### src/rtl/fsk_pkg.sv
// fsk_pkg: shared FSK state encoding, byte width and half-period helper
package fsk_pkg;
  typedef enum logic {IDLE, TONE} state_t;
  localparam int BYTE_W = 8;
  function automatic int unsigned half_ticks(input int unsigned clock, input int unsigned freq);
    return clock / (2 * freq);
  endfunction
endpackage

### src/rtl/fsk_tone_generator_if.sv
// fsk_tone_generator_if: byte handshake, enable and tone/counter outputs of the FSK transmitter
interface fsk_tone_generator_if;
  import fsk_pkg::*;
  logic enable;
  logic [BYTE_W-1:0] data_in;
  logic data_valid;
  logic data_ready;
  logic sample_data;
  logic busy;
  logic [31:0] f1_value;
  logic [31:0] f2_value;
  modport master(output enable, data_in, data_valid, input data_ready, sample_data, busy, f1_value, f2_value);
  modport slave(input enable, data_in, data_valid, output data_ready, sample_data, busy, f1_value, f2_value);
endinterface

### src/rtl/fsk_half_period_timer.sv
// fsk_half_period_timer: counts cycles of a half-period and pulses toggle on its last cycle
module fsk_half_period_timer #(
  parameter int LW = 32,
  parameter int CW = 16
) (
  input  logic          clock,
  input  logic          clear,
  input  logic          enable,
  input  logic          start,
  input  logic [LW-1:0] half_len,
  output logic          toggle,
  output logic [CW-1:0] half_count
);
  logic [LW-1:0] cnt_q, cnt_d;
  logic [CW-1:0] hc_q, hc_d;
  always_comb begin
    toggle = enable & (cnt_q == half_len - LW'(1));
    cnt_d = (start | toggle) ? '0 : enable ? cnt_q + LW'(1) : cnt_q;
    hc_d = start ? '0 : toggle ? hc_q + CW'(1) : hc_q;
  end
  always_ff @(posedge clock) begin
    if (clear) begin
      cnt_q <= '0;
      hc_q <= '0;
    end else begin
      cnt_q <= cnt_d;
      hc_q <= hc_d;
    end
  end
  assign half_count = hc_q;
endmodule

### src/rtl/fsk_tone_generator.sv
// fsk_tone_generator: serialises bytes LSB-first as two-tone FSK with per-tone tick totals
module fsk_tone_generator
  import fsk_pkg::*;
#(
  parameter int unsigned FREQUENCY_1 = 9000,
  parameter int unsigned FREQUENCY_2 = 11000,
  parameter int unsigned CLOCK = 50000000,
  parameter int unsigned PERIODS_PER_BIT = 4
) (
  input logic clock,
  input logic clear,
  fsk_tone_generator_if.slave bus
);
  localparam int unsigned HALF1 = half_ticks(CLOCK, FREQUENCY_1);
  localparam int unsigned HALF2 = half_ticks(CLOCK, FREQUENCY_2);
  localparam int unsigned HPB = 2 * PERIODS_PER_BIT;
  localparam int CW = $clog2(HPB + 1);
  if (FREQUENCY_2 <= FREQUENCY_1 || HALF2 < 2 || PERIODS_PER_BIT < 1) begin : g_bad_params
    $error("fsk_tone_generator: invalid frequency or period parameters");
  end
  state_t state_q;
  logic [BYTE_W-1:0] shift_q;
  logic [2:0] bit_q;
  logic sample_q, busy_q;
  logic [31:0] f1_q, f2_q;
  logic hs, run, toggle, bit_done, last;
  logic [CW-1:0] half_count;
  assign bus.data_ready = (state_q == IDLE) & bus.enable & ~clear;
  assign hs = bus.data_valid & bus.data_ready;
  assign run = (state_q == TONE) & bus.enable;
  assign bit_done = toggle & (half_count == CW'(HPB - 1));
  assign last = bit_done & (bit_q == 3'd7);
  fsk_half_period_timer #(.LW(32), .CW(CW)) u_timer (
    .clock(clock),
    .clear(clear),
    .enable(run),
    .start(hs | bit_done),
    .half_len(shift_q[0] ? 32'(HALF2) : 32'(HALF1)),
    .toggle(toggle),
    .half_count(half_count)
  );
  always_ff @(posedge clock) begin
    if (clear) begin
      state_q <= IDLE;
      shift_q <= '0;
      bit_q <= '0;
      sample_q <= 1'b0;
      busy_q <= 1'b0;
      f1_q <= '0;
      f2_q <= '0;
    end else if (hs) begin
      state_q <= TONE;
      shift_q <= bus.data_in;
      bit_q <= '0;
      sample_q <= 1'b1;
      busy_q <= 1'b1;
    end else if (run) begin
      if (shift_q[0]) f2_q <= f2_q + 32'd1;
      else f1_q <= f1_q + 32'd1;
      if (toggle) sample_q <= last ? 1'b0 : ~sample_q;
      if (bit_done) begin
        shift_q <= {1'b0, shift_q[BYTE_W-1:1]};
        bit_q <= bit_q + 3'd1;
      end
      if (last) begin
        state_q <= IDLE;
        busy_q <= 1'b0;
      end
    end
  end
  assign bus.sample_data = sample_q;
  assign bus.busy = busy_q;
  assign bus.f1_value = f1_q;
  assign bus.f2_value = f2_q;
endmodule
### src/flat_wrapper.sv
// flat-port wrapper written by rule: the top's interface ports become plain ports
module fsk_tone_generator_flat import fsk_pkg::*;
#(
  parameter int unsigned FREQUENCY_1 = 9000,
  parameter int unsigned FREQUENCY_2 = 11000,
  parameter int unsigned CLOCK = 50000000,
  parameter int unsigned PERIODS_PER_BIT = 4
)
  (clock, clear, bus_enable, bus_data_in, bus_data_valid, bus_data_ready, bus_sample_data, bus_busy, bus_f1_value, bus_f2_value);
  fsk_tone_generator_if bus_i ();
  input logic clock;
  input logic clear;
  input wire logic [$bits(bus_i.enable)-1:0] bus_enable;
  input wire logic [$bits(bus_i.data_in)-1:0] bus_data_in;
  input wire logic [$bits(bus_i.data_valid)-1:0] bus_data_valid;
  output wire logic [$bits(bus_i.data_ready)-1:0] bus_data_ready;
  output wire logic [$bits(bus_i.sample_data)-1:0] bus_sample_data;
  output wire logic [$bits(bus_i.busy)-1:0] bus_busy;
  output wire logic [$bits(bus_i.f1_value)-1:0] bus_f1_value;
  output wire logic [$bits(bus_i.f2_value)-1:0] bus_f2_value;
  assign bus_i.enable = bus_enable;
  assign bus_i.data_in = bus_data_in;
  assign bus_i.data_valid = bus_data_valid;
  assign bus_data_ready = bus_i.data_ready;
  assign bus_sample_data = bus_i.sample_data;
  assign bus_busy = bus_i.busy;
  assign bus_f1_value = bus_i.f1_value;
  assign bus_f2_value = bus_i.f2_value;
  fsk_tone_generator #(.FREQUENCY_1(FREQUENCY_1), .FREQUENCY_2(FREQUENCY_2), .CLOCK(CLOCK), .PERIODS_PER_BIT(PERIODS_PER_BIT)) u_core (.clock(clock), .clear(clear), .bus(bus_i));
endmodule
### config.mk
export PLATFORM = sky130hd
export DESIGN_NAME = fsk_tone_generator_flat
export DESIGN_NICKNAME = d
export VERILOG_FILES = /design/src/rtl/fsk_pkg.sv /design/src/rtl/fsk_tone_generator_if.sv /design/src/rtl/fsk_half_period_timer.sv /design/src/rtl/fsk_tone_generator.sv /design/src/flat_wrapper.sv
export SDC_FILE = /design/constraint.sdc
export NUM_CORES = 1
export LEC_CHECK = 0
export ABC_AREA = 0
export BUFFER_PORTS_ARGS = -buffer_cell sky130_fd_sc_hd__buf_2
export CORE_AREA = 2 2 106 108
export DETAILED_ROUTE_END_ITERATION = 8
export DIE_AREA = 0 0 108 110
export PLACE_DENSITY = 0.9
export SYNTH_ARGS = -nofsm -noshare
export SYNTH_HDL_FRONTEND = slang
export SYNTH_HIERARCHICAL = 1
export SYNTH_SLANG_ARGS = --single-unit
### constraint.sdc
create_clock -name clock -period 9.6 [get_ports clock]
set_clock_uncertainty 0.2 [all_clocks]
set_input_delay 0.96 -clock clock [delete_from_list [all_inputs] [get_ports clock]]
set_output_delay 0.96 -clock clock [all_outputs]
set_load 0.01 [all_outputs]
== Yosys cells after proc, flatten, opt, wreduce, memory -nomap -nowiden ==
Cells that the tools add are included.

* Register bits: 113
* Bits of input ports: 12
* Output and inout bits: 67

* Add/subtract/negate cells: 6
* Equal/unequal tests: 3
* Mux-type cells: 11
* Bitwise logic cells: 14
* Reductions and logical operators: 13

{| class="wikitable"
|+ Operator list
! kind !! number
|-
| 32-bit by 1-bit adder with 32-bit output, second input constant || 3
|-
| 32-bit equality test || 1
|-
| 8-bit 2-to-1 mux || 3
|-
| 12-bit by 1-bit subtractor with 13-bit output, second input constant || 1
|-
| 10-bit 2-to-1 mux || 1
|-
| 2-bit AND reduction || 4
|-
| 2-bit nonzero test || 4
|-
| 1-bit bitwise AND || 7
|-
| 1-bit 2-to-1 mux || 7
|-
| 3-bit AND reduction || 2
|-
| 2-bit OR reduction || 3
|-
| 1-bit inverter || 5
|-
| 4-bit by 1-bit adder with 4-bit output, second input constant || 1
|-
| 4-bit by 3-bit equality test with 1-bit output, second input constant || 1
|-
| 3-bit by 1-bit adder with 3-bit output, second input constant || 1
|-
| 3-bit equality test, second input constant || 1
|-
| 1-bit bitwise OR || 2
|}

== Longest topological paths before layout ==
* Word-level depth: 10
* Gate-level depth with buffers: 18

== By module ==
Netlist, hierarchy kept.

{| class="wikitable"
|+ By module, submodules not included
! module !! times used !! cells an instance !! area an instance (um2)
|-
| fsk_tone_generator || 1 || 428 || 3,668.5
|-
| fsk_half_period_timer || 1 || 358 || 2,920.3
|}

== Worst setup path after synthesis ==
Ideal clock, no wire load.

* Kind: register -> register
* Start: register u_core.shift_q[0]
* End: register u_core.shift_q[0]
* Setup time: 0.086 ns
* Arrival time: 3.712 ns
* Required time: 9.314 ns
* Path slack: 5.602 ns
* Cell stages (with the launch flop): 15
* Buffers on the path: 2
* Period minus slack after synthesis: 3.998 ns
* Path through: dfxtp_1 -> inv_1 -> or4_1 -> clkbuf_1 -> or3_1 -> a211oi_1 -> o2111ai_1 -> nor4b_1 -> nand3_1 -> and4bb_2 -> and4b_1 -> nand3_1 -> buf_2 -> mux2i_1 -> a211oi_1

* Longest elaborated chain between the ends: 7

{| class="wikitable"
|+ Ends and longest elaborated chain
! element !! RTL line !! source
|-
| start: declaration || fsk_tone_generator.sv:22 || <nowiki>logic [BYTE_W-1:0] shift_q;</nowiki>
|-
| start signal: assignment || fsk_tone_generator.sv:53 || <nowiki>shift_q <= bus.data_in;</nowiki>
|-
| start signal: assignment || fsk_tone_generator.sv:62 || <nowiki>shift_q <= {1'b0, shift_q[BYTE_W-1:1]};</nowiki>
|-
| 10-bit 2-to-1 mux || fsk_tone_generator.sv:38 || <nowiki>.half_len(shift_q[0] ? 32'(HALF2) : 32'(HALF1)),</nowiki>
|-
| 12-bit by 1-bit subtractor with 13-bit output || fsk_half_period_timer.sv:17 || <nowiki>toggle = enable & (cnt_q == half_len - LW'(1));</nowiki>
|-
| 32-bit equality test || fsk_half_period_timer.sv:17 ||
|-
| 1-bit bitwise AND || fsk_half_period_timer.sv:17 ||
|-
| net u_core.toggle || fsk_tone_generator.sv:26 || <nowiki>logic hs, run, toggle, bit_done, last;</nowiki>
|-
| 1-bit bitwise AND || fsk_tone_generator.sv:31 || <nowiki>assign bit_done = toggle & (half_count == CW'(HPB - 1));</nowiki>
|-
| 2-bit nonzero test (no line) || n/a ||
|-
| 2-bit AND reduction (no line) || n/a ||
|}

The timed path passes the listed nets, and every way through them passes these cells.
A chain may end at the register's enable or synchronous reset.

== Final worst setup path ==
* Start: register u_core.shift_q[0]
* End: register u_core.u_timer.cnt_q[5]

* Longest elaborated chain between the ends: 8

{| class="wikitable"
|+ Ends and longest elaborated chain
! element !! RTL line !! source
|-
| 10-bit 2-to-1 mux * || fsk_tone_generator.sv:38 ||
|-
| 12-bit by 1-bit subtractor with 13-bit output * || fsk_half_period_timer.sv:17 ||
|-
| 32-bit equality test * || fsk_half_period_timer.sv:17 ||
|-
| 1-bit bitwise AND * || fsk_half_period_timer.sv:17 ||
|-
| net u_core.toggle || fsk_tone_generator.sv:26 ||
|-
| 1-bit bitwise AND || fsk_tone_generator.sv:31 ||
|-
| 1-bit bitwise OR || fsk_tone_generator.sv:37 || <nowiki>.start(hs | bit_done),</nowiki>
|-
| 1-bit bitwise OR * || fsk_half_period_timer.sv:18 || <nowiki>cnt_d = (start | toggle) ? '0 : enable ? cnt_q + LW'(1) : cnt_q;</nowiki>
|-
| 2-bit OR reduction (no line) * || n/a ||
|-
| end signal: assignment || fsk_half_period_timer.sv:26 || <nowiki>cnt_q <= cnt_d;</nowiki>
|-
| end: declaration || fsk_half_period_timer.sv:14 || <nowiki>logic [LW-1:0] cnt_q, cnt_d;</nowiki>
|}

Mark *: on every way through the listed nets, which the timed path passes. The rest lies on a longest branch.

==> run metrics <==
top-count cell post-synth=dfxtp_1; top_reg_cell synth=dfxtp_1; Clock Pin Slew Worst Setup and Hold Paths=0.06 ns; largest area contributor in the netlist=dfxtp_1; DR iter-0 viols=459; row count=38; post-route setup TNS=0 ns; Synth top cells by count=113 x dfxtp_1, 63 x nor2_1, 54 x nand2_1, 49 x xor2_1, 45 x a21oi_1; drt drc=0; Detailed Routing Iterations Pass 1=5; # resized after CTS=0; kind of critical path=reg2reg; ant diodes=0; height of the chip=110 um; Peak Freq=195 MHz; via count=6,122; layout cells sized above 1=17.2%; Leak Pwr=3.08 nW; CP Cell Sequence=inv_1 -> or4_1 -> or3_1 -> a211oi_1 -> o2111ai_1 -> nor4b_1 -> nand3_1 -> and4bb_2 -> and4b_1 -> nand2_1 -> nand2_1 -> nor2_1 -> o41ai_4 -> buf_4 -> nor2_1; # nets final=953; fill cell count=790; RSZ-0062 raised after global routing=no; synth unique cells=64; Syn Inst Count=786; CP max stage delay=0.75 ns; Synth area leaders=dfxtp_1 34%, xor2_1 6.5%, xnor2_1 5.8%, or4_1 4.1%, nor2_1 3.6%; total gr overflow=0; sequential cell area fraction in the yosys report=34.3%; EDFF count, synth=0; Cells on Worst Hold Path=2; vias in the first global route=5,634; detailed placement HPWL=10,400 um; measured slew at the worst slew-check pin=0.856 ns; CTS tree=built; Worst EP arrival=5.33 ns; Worst-Skew Late Latency=0.54 ns; post-DR wirelength/cell=14.2 um; Crit path max-delay family=simple AND/OR/NAND/NOR gates; critical path depth=15; routed wire length=15,400 um; Max IR drop VDD=124 uV; CTS Sinks=113; Top Ports=79; largest net degree at the start of global routing=86; Mapped Avg Cell Area=8.38 um^2; CTS root buf=clkbuf_8; area of the core=10,700 um^2; Port Buffers=78; Crit Path Max Fanout=32; worst min path class=reg2reg; CP Capture Type=flop; Setup violations, final=0; Seq cells post-synth=113; share of the synthesized area in the top cell type=34.3%; global-route wire length before repair=25,400 um; Bufs and invs on worst path=2; Crit-path slowest cell=or4_1; Syn. warnings=6; min Tclk post-route=5.12 ns; hold buffers post-CTS=0; PD cells=143 nW/um^2; initial antenna violation count=0; status=finished clean; Final Max Tran Viols=0; CP startpoint kind=flop; Slew HR=43.0%; Final Hold Fails=0; Tcrit/Tclk final=53.4%; total power=1.13 mW; Layout area overhead=19.4%; CTS max path bufs=2; gr usage total=26.7%; Routed Antenna Nets=0; Register-to-Register Path Depth=15; GPL Wtd Cong=0.869; mean number of vias per cell=5.64; Die Wd=108 um; DP Cell Count=1,055; H-tree depth=4; asr flop ratio synth=0%; cts bufs inserted=17; final std cells w/o fill=1,086; Required @ worst endpoint=9.81 ns; Die ar.=11,900 um^2; postcts setup bufs=0; max-cap violations=0; mapped cell area=6590 um^2; initial core utilization=61.6%
==> routing by layer <==
layer / GRT usage, % / routed length [um] / part of all wire (%) / vias to the layer above
li1: - / - / - / 3086
met1: 33.9 / 6890 / 45 / 2851
met2: 43.2 / 7280 / 47 / 153
met3: 6.58 / 825 / 5.4 / 32
met4: 12.2 / 376 / 2.4 / 0
met5: 0 / 0 / 0 / -
==> worst reg2reg max path: stages, from the launching register on <==
cell       delay, ns
dfxtp_1         0.66
inv_1           0.52
or4_1           0.75
or3_1           0.39
a211oi_1        0.30
o2111ai_1       0.15
nor4b_1         0.34
nand3_1         0.10
and4bb_2        0.30
and4b_1         0.25
nand2_1         0.07
nand2_1         0.10
nor2_1          0.15
o41ai_4         0.11
buf_4           0.49
nor2_1          0.10
==> per-stage QoR <==
step | hold WS, ns | utilization [%] | setup slack [ns] | cell area [um^2]
2_1_floorplan | 0.239 | - | 5.60 | 6930
3_3_place_gp | 0.254 | 68.3 | 4.72 | 7300
3_5_place_dp | 0.261 | 68.3 | 4.58 | 7300
4_1_cts | 0.268 | 73.5 | 4.55 | 7860
5_1_grt | 0.293 | 73.5 | 4.18 | 7860
6_report | 0.271 | 73.5 | 4.48 | 7860
==> placed cells by master, fill, tap and decap left out, drive strengths merged, types with 3 or more instances in the layout <==
| master | count |
|---|---|
| inv | 16 |
| a21oi | 46 |
| nor3b | 4 |
| nor3 | 18 |
| a211oi | 9 |
| or3 | 24 |
| nand4 | 31 |
| nor2b | 3 |
| or2 | 3 |
| clkinv | 8 |
| nand3 | 36 |
| nor2 | 94 |
| nor4 | 20 |
| dfxtp | 113 |
| o21ai | 18 |
| nand2 | 54 |
| and3 | 8 |
| ha | 7 |
| and4 | 10 |
| and4b | 3 |
| conb | 92 |
| xor2 | 49 |
| or4 | 38 |
| mux2 | 3 |
| buf | 80 |
| mux2i | 17 |
| nand2b | 7 |
| o31ai | 27 |
| o22ai | 3 |
| clkbuf | 21 |
| a31oi | 4 |
| xnor2 | 44 |
| nand4b | 7 |
| and2 | 6 |
==> power breakdown <==
group | switching (mW) | leakage [nW] | internal (mW)
Combinational | 0.0369 | 1.88 | 0.0190
Clock | 0.217 | 0.281 | 0.379
Sequential | 0.00379 | 0.911 | 0.472
==> cell type report <==
class                   count  area [um^2]  area share, %
well taps                 140          175           2.23
clock buffers              21          449           5.71
inverters                  16         60.1          0.764
clock inverters            10          111           1.42
flip-flops and latches    113         2260           28.8
multi-input cells         706         4400           56.0
repair buffers             80          405           5.16
==> path summary, 6_finish.rpt <==
kind	slack, ns	startpoint	end
max	4.48	u_core/shift_q[0]	u_core/u_timer/cnt_q[5]
min	0.27	u_core/shift_q[7]	u_core/shift_q[7]
max reg2reg	4.48	u_core/shift_q[0]	u_core/u_timer/cnt_q[5]
min reg2reg	0.27	u_core/shift_q[7]	u_core/shift_q[7]
==> registers in the layout (all words and copies together) (netlist names) <==
register	flops
u_core/bus.f2_value	32
u_core/bus.f1_value	32
u_core/bit_q	3
u_core/u_timer/half_count	4
u_core/bus.busy	1
u_core/u_timer/cnt_q	32
u_core/bus.sample_data	1
u_core/shift_q	8
==> logic make-up (layout without fill, tap and decap cells) <==
kind of cell               count (synthesis)  after routing  synth area share, %
and+or+nand+nor                          372            372                 32.5
AOI/OAI and AO/OA                        122            122                 12.2
DFF                                      113            113                 34.3
xor gates and xnor gates                  93             93                 12.4
buffers and inverters                     57            127                 4.01
muxes                                     20             20                 3.10
adders and majority gates                  7              7                 1.33
other                                      2             92                0.114
(Power assumes the default switching activity.)
